[config.mk]
export PLATFORM = sky130hd
export DESIGN_NAME = shift_add_mult_flat
export DESIGN_NICKNAME = d
export VERILOG_FILES = /design/src/rtl/shift_add_mult_if.sv /design/src/rtl/shift_add_mult.sv /design/src/flat_wrapper.sv
export SDC_FILE = /design/constraint.sdc
export NUM_CORES = 1
export LEC_CHECK = 0
export ABC_AREA = 1
export CORE_MARGIN = 8
export CORE_UTILIZATION = 55
export CTS_BUF_LIST = sky130_fd_sc_hd__clkbuf_4 sky130_fd_sc_hd__clkbuf_8
export CTS_CLUSTER_SIZE = 16
export DETAILED_ROUTE_END_ITERATION = 8
export PLACE_DENSITY = 0.83
export SYNTH_ARGS = -nofsm -noshare
export SYNTH_HDL_FRONTEND = slang
export SYNTH_SLANG_ARGS = --single-unit
[constraint.sdc]
create_clock -name clk -period 2.1 [get_ports clk]
set_input_delay 0.21 -clock clk [delete_from_list [all_inputs] [get_ports clk]]
set_output_delay 0.21 -clock clk [all_outputs]
set_load 0.05 [all_outputs]
[src/rtl/shift_add_mult_if.sv]
// Operand/result bundle for the shift-and-add multiplier: the requester drives
// start/a/b (master), the multiplier returns busy/done/product (slave).
interface shift_add_mult_if #(
   parameter int WIDTH = 8
);
   logic                 start;
   logic [WIDTH-1:0]     a;
   logic [WIDTH-1:0]     b;
   logic                 busy;
   logic                 done;
   logic [2*WIDTH-1:0]   product;

   modport master (
      output start, a, b,
      input  busy, done, product
   );

   modport slave (
      input  start, a, b,
      output busy, done, product
   );
endinterface

[src/rtl/shift_add_mult.sv]
// Sequential shift-and-add multiplier retiring one multiplier bit per clock.
// Define SHIFT_ADD_MULT_SIGNED_EN for two's-complement operands (sign-magnitude around the unsigned core).
module shift_add_mult #(
   parameter int WIDTH = 8
) (
   input  logic            clk,
   input  logic            reset_n,
   shift_add_mult_if.slave bus
);
   localparam int              CW       = $clog2(WIDTH + 1);
   localparam logic [CW-1:0]   CNT_LAST = CW'(WIDTH - 1);

   typedef enum logic [1:0] {
      ST_IDLE = 2'd0,
      ST_RUN  = 2'd1,
      ST_DONE = 2'd2
   } state_t;

   state_t               r_state;
   state_t               w_state_nxt;
   logic [WIDTH-1:0]     r_mcand;
   logic [2*WIDTH:0]     r_acc;
   logic [CW-1:0]        r_cnt;
   logic                 r_busy;
   logic                 r_done;
   logic [2*WIDTH-1:0]   r_product;

   logic                 w_load;
   logic                 w_step;
   logic                 w_finish;
   logic [WIDTH:0]       w_sum;
   logic [WIDTH:0]       w_upper;
   logic [2*WIDTH:0]     w_acc_shift;
   logic [WIDTH-1:0]     w_mcand_ld;
   logic [WIDTH-1:0]     w_mplier_ld;
   logic [2*WIDTH-1:0]   w_result;

`ifdef SHIFT_ADD_MULT_SIGNED_EN
   logic                 r_neg;
   logic                 w_neg_ld;

   // Magnitudes of the most negative value still fit in WIDTH unsigned bits.
   assign w_mcand_ld  = bus.a[WIDTH-1] ? (~bus.a + WIDTH'(1)) : bus.a;
   assign w_mplier_ld = bus.b[WIDTH-1] ? (~bus.b + WIDTH'(1)) : bus.b;
   assign w_neg_ld    = bus.a[WIDTH-1] ^ bus.b[WIDTH-1];
   assign w_result    = r_neg ? (~w_acc_shift[2*WIDTH-1:0] + (2*WIDTH)'(1))
                              : w_acc_shift[2*WIDTH-1:0];

   // Sign of the result, captured alongside the operands.
   always_ff @(posedge clk or negedge reset_n) begin
      if (!reset_n) begin
         r_neg <= 1'b0;
      end else if (w_load) begin
         r_neg <= w_neg_ld;
      end else begin
         r_neg <= r_neg;
      end
   end
`else
   assign w_mcand_ld  = bus.a;
   assign w_mplier_ld = bus.b;
   assign w_result    = w_acc_shift[2*WIDTH-1:0];
`endif

   // The upper field is WIDTH+1 bits so the carry of each partial sum survives the shift.
   assign w_sum       = r_acc[2*WIDTH:WIDTH] + {1'b0, r_mcand};
   assign w_upper     = r_acc[0] ? w_sum : r_acc[2*WIDTH:WIDTH];
   assign w_acc_shift = {1'b0, w_upper, r_acc[WIDTH-1:1]};

   // State register.
   always_ff @(posedge clk or negedge reset_n) begin
      if (!reset_n) begin
         r_state <= ST_IDLE;
      end else begin
         r_state <= w_state_nxt;
      end
   end

   // Next-state decode and datapath control strobes.
   always_comb begin
      w_state_nxt = r_state;
      w_load      = 1'b0;
      w_step      = 1'b0;
      w_finish    = 1'b0;
      case (r_state)
         ST_IDLE: begin
            if (bus.start) begin
               w_load      = 1'b1;
               w_state_nxt = ST_RUN;
            end else begin
               w_state_nxt = ST_IDLE;
            end
         end
         ST_RUN: begin
            w_step = 1'b1;
            if (r_cnt == CNT_LAST) begin
               w_finish    = 1'b1;
               w_state_nxt = ST_DONE;
            end else begin
               w_state_nxt = ST_RUN;
            end
         end
         ST_DONE: begin
            w_state_nxt = ST_IDLE;
         end
         default: begin
            w_state_nxt = ST_IDLE;
         end
      endcase
   end

   // Operand capture, per-bit iteration and registered outputs.
   always_ff @(posedge clk or negedge reset_n) begin
      if (!reset_n) begin
         r_mcand   <= '0;
         r_acc     <= '0;
         r_cnt     <= '0;
         r_busy    <= 1'b0;
         r_done    <= 1'b0;
         r_product <= '0;
      end else begin
         if (w_load) begin
            r_mcand <= w_mcand_ld;
            r_acc   <= {(WIDTH + 1)'(0), w_mplier_ld};
            r_cnt   <= '0;
         end else if (w_step) begin
            r_mcand <= r_mcand;
            r_acc   <= w_acc_shift;
            r_cnt   <= r_cnt + CW'(1);
         end else begin
            r_mcand <= r_mcand;
            r_acc   <= r_acc;
            r_cnt   <= r_cnt;
         end
         r_busy    <= (w_state_nxt != ST_IDLE);
         r_done    <= w_finish;
         r_product <= w_finish ? w_result : r_product;
      end
   end

   assign bus.busy    = r_busy;
   assign bus.done    = r_done;
   assign bus.product = r_product;
endmodule

[src/flat_wrapper.sv]
// flat-port wrapper written by rule: the top's interface ports become plain ports
module shift_add_mult_flat 
#(
   parameter int WIDTH = 8
)
  (clk, reset_n, bus_start, bus_a, bus_b, bus_busy, bus_done, bus_product);
  shift_add_mult_if #(.WIDTH(WIDTH)) bus_i ();
  input  logic clk;
  input  logic reset_n;
  input wire logic [$bits(bus_i.start)-1:0] bus_start;
  input wire logic [$bits(bus_i.a)-1:0] bus_a;
  input wire logic [$bits(bus_i.b)-1:0] bus_b;
  output wire logic [$bits(bus_i.busy)-1:0] bus_busy;
  output wire logic [$bits(bus_i.done)-1:0] bus_done;
  output wire logic [$bits(bus_i.product)-1:0] bus_product;
  assign bus_i.start = bus_start;
  assign bus_i.a = bus_a;
  assign bus_i.b = bus_b;
  assign bus_busy = bus_i.busy;
  assign bus_done = bus_i.done;
  assign bus_product = bus_i.product;
  shift_add_mult #(.WIDTH(WIDTH)) u_core (.clk(clk), .reset_n(reset_n), .bus(bus_i));
endmodule
==> metrics.md <==
| Metric | Value |
|---|---|
| Status | finished, final reports clean |
| Peak VDD IR | roughly 0.75 mV |
| Final WL | 4.820 mm |
| Post-CTS Resized | 0 |
| Commonest non-fill, non-tap cell in the layout | nand2_1 |
| Pre-CTS WS | 0.3329 ns |
| Synth Instances | between 200 and 300 |
| Setup crit end kind | register |
| CTS Buf Count | 5 |
| Sw frac | a little under half |
| Cells along the critical path | ha_1 > fa_1 > nand2_1 > nand2_1 > nand3b_1 > nand2_1 > nand2_1 > nand3_1 > nand3_1 > nand2_1 |
| Die height | roughly 81 µm |
| Worst-path maximum fanout | 3 |
| Fin crit share | a little over four fifths |
| Met2 Usage GRT | 25.26% |
| Hold crit path type | in -> async |
| Power Total | 4.657 mW |
| Static Leakage | approximately 1.4 nW |
| #FFs+latches synth | 48 |
| TritonCTS clock tree | built |
| Largest net degree at the start of global routing | 29 |
| Achievable clock frequency | approximately 0.56 GHz |
| CP max stage delay | 0.40 ns |
| GPL Wtd Cong | 0.8789 |
| Post-route cell area | about 2800 µm² |
| GRT overflow | 0 |
| Placed Cells | ~350 |
| # DRC | 0 |
| CP required | 2.30 ns |
| Critical path class | reg -> reg |
| Clock buffer depth | 2 |
| HPWL Detailed | around 3.7 mm |
| Die area | 6586 µm² |
| H-tree depth | 2 |
| Core ar. | roughly 4000 µm² |
| Bufs and invs on worst path | 0 |
| Area post-placement | about 2700 µm² |
| Setup total negative slack | 0 ns |
| Avg WL per Cell | around 14 µm |
| R2r worst-path depth | 10 |
| Crit path depth | 10 |
| Final Hold Violating Endpoints | 0 |
| Routed Antenna Nets | 0 |
| Top cells by area, synth | dfrtp_1 51%, nand2_1 16%, ha_1 4.8%, nand3_1 4.1%, inv_1 3.5% |
| Worst-Skew Late Latency | approximately 0.30 ns |
| Reg power frac | a little over a third |
| Starting DRC count in detailed routing | 99 |
| Max Cap Viol | 0 |
| Predominant post-synthesis flop cell | dfrtp_1 |
| Synth warn | 0 |
| PD cells | about 1700 nW/µm² |
| Clock sink count | 48 |
| FILL cells | ~330 |
| Netlist cell types | 29 |
| Crit path time final | around 1.8 ns |
| Die Wd | 81.16 µm |
| DR vias | around 1.8k |
| Highest-delay cell along the critical path | dfrtp_1 |
| Worst path arrival time | ~2 ns |
| Final #Nets | 334 |
| CP most frequent cell | nand2_1 |
| Pint | 2.480 mW |
| CP top delay family | simple AND/OR/NAND/NOR gates |
| Vias in the first global route | roughly 1.8k |
| Mean Syn Cell Area | between 8 and 9 µm² |
| Global-route wire length before repair | approximately 8.3 mm |
| RSZ-0062 raised after global routing | no |
| Area fraction of the dominant cell type after synthesis | roughly half |
| Post-synth ARST share | 100.0% |
| Final WS setup | around 0.33 ns |
| Ports | 37 |
| IO Port Bufs | 36 |
| Routed vias/inst | approximately 5.2 |
| Site Rows | 23 |
| Worst-margin pin slew | between 0.4 and 0.5 ns |
| Post-synthesis sequential area ratio | between 50% and 60% |
| Startpoint Class | register |
| GR met3 Demand/Resource | approximately 2.6% |
| GR peak layer | met2 |
| Root cell of the clock tree | clkbuf_8 |
| Post-synthesis cell area | around 2300 µm² |
| Most frequent cells in the layout | 97 x nand2_1, 48 x dfrtp_1, 35 x clkdlybuf4s50_1 |
| Post-synth top area cell | dfrtp_1 |
| Initial antenna violation count | 0 |
| Rel. slew slack | 66.58% |
| Drt first pass iters | 4 |
| Clock transition at path regs | 0.08 ns |
| Gr usage total | 16.00% |
| Share of cells above drive strength 1 | between 10% and 20% |
| Grt met1 use | 20.82% |
| Fin cells | about 360 |
| EDFF count, synth | 0 |
| Final setup vio count | 0 |
| # diodes | 0 |
| NetSw | between 2 and 2.5 mW |
| P&R area growth vs syn | 20.58% |
| Final number of max-transition violations | 0 |
| Clock share of power | about 11% |
| Syn Nets | 293 |
| Logic pwr share | between 50 and 60% |
| Clock skew | roughly 0.0032 ns |
| Starting Density | a little under three fifths |
## path summary, 6_finish.rpt
path / startpoint / end / slack, ns
setup reg to reg: u_core.r_acc[8]$_DFFE_PN0P_ / u_core.bus.product[13]$_DFFE_PN0P_ / 0.33
setup / recovery: u_core.r_acc[8]$_DFFE_PN0P_ / u_core.bus.product[13]$_DFFE_PN0P_ / 0.33
min in group clk: bus_a[3] / u_core.r_mcand[3]$_DFFE_PN0N_ / 0.44
hold reg to reg: u_core.r_mcand[3]$_DFFE_PN0N_ / u_core.r_mcand[3]$_DFFE_PN0N_ / 0.48
max in group asynchronous: reset_n / u_core.r_mcand[2]$_DFFE_PN0N_ / 1.16
hold / removal: reset_n / u_core.bus.busy$_DFF_PN0_ / 0.38
## cells in the mapped netlist, types with 2 or more instances
master    instances
ha_1              9
buf_6             3
nor2_1            6
a21oi_1           4
nand3b_1          3
buf_2             2
dfrtp_1          48
inv_1            22
inv_2             4
nand2_2           2
nand3_1          19
buf_4             2
nand2_1          97
o21ai_2           7
o221ai_1          7
or2_2             3
o21ai_0          10
o21ai_1           5
## power groups by stage
stage          combinational, mW  clock, mW  sequential [mW]
2_1_floorplan               1.37          0             2.08
3_3_place_gp                2.44          0             1.60
3_5_place_dp                2.51          0             1.63
4_1_cts                     2.52      0.544             1.62
5_1_grt                     2.78      0.582             1.67
6_report                    2.51      0.533             1.62
## flip-flops by register name, summed over array words and instances, names as in the netlist
name                flops
u_core.bus.product     16
u_core.r_acc           16
u_core.r_mcand          8
u_core.r_cnt            4
u_core.r_state          2
u_core.bus.busy         1
u_core.bus.done         1
## metal layers
metal	wire length (µm)	vias to the layer above	part of all wire [%]
met2	2173	50	45
met3	336	6	7.0
li1	-	943	-
met5	0	-	0
met1	2251	835	47
met4	57	0	1.2
## repair_timing
| item | in CTS | in global routing |
|---|---|---|
| endpoints found under the hold margin | 19 | 0 |
| setup buffers | 0 | 0 |
| hold buffers | 1 | 0 |
## layout make-up
type | count | area [µm²] | area share (%)
clock buffers | 6 | 76.32 | 2.711
flip-flops and latches | 48 | 1201 | 42.67
inverters | 27 | 103.9 | 3.689
clock inverters | 1 | 5.005 | 0.1778
well taps | 50 | 62.56 | 2.222
repair buffers | 41 | 395.4 | 14.04
multi-input cells | 182 | 970.9 | 34.49
## logic make-up (layout without fill, tap and decap cells)
logic type               after synthesis  in the layout  synth area share (%)
AND/OR/NAND/NOR                      135            135                 24.81
flip-flops                            48             48                 51.45
AO/OA/AOI/OAI                         36             36                 10.66
buffers and inverters                 34             75                 6.967
adder cells (fa/ha/maj)               10             10                 5.681
multiplexers                           1              1                0.4287
## per-stage QoR
step                      utilization [%]  hold slack [ns]
after detailed placement            67.13           0.1849
after global routing                69.38           0.4065
after global placement              67.13           0.1732
after CTS                           69.38           0.3835
final                               69.38           0.3790
after floorplan                         -         -0.08559
Note: power is estimated with default switching activity, not from simulation.
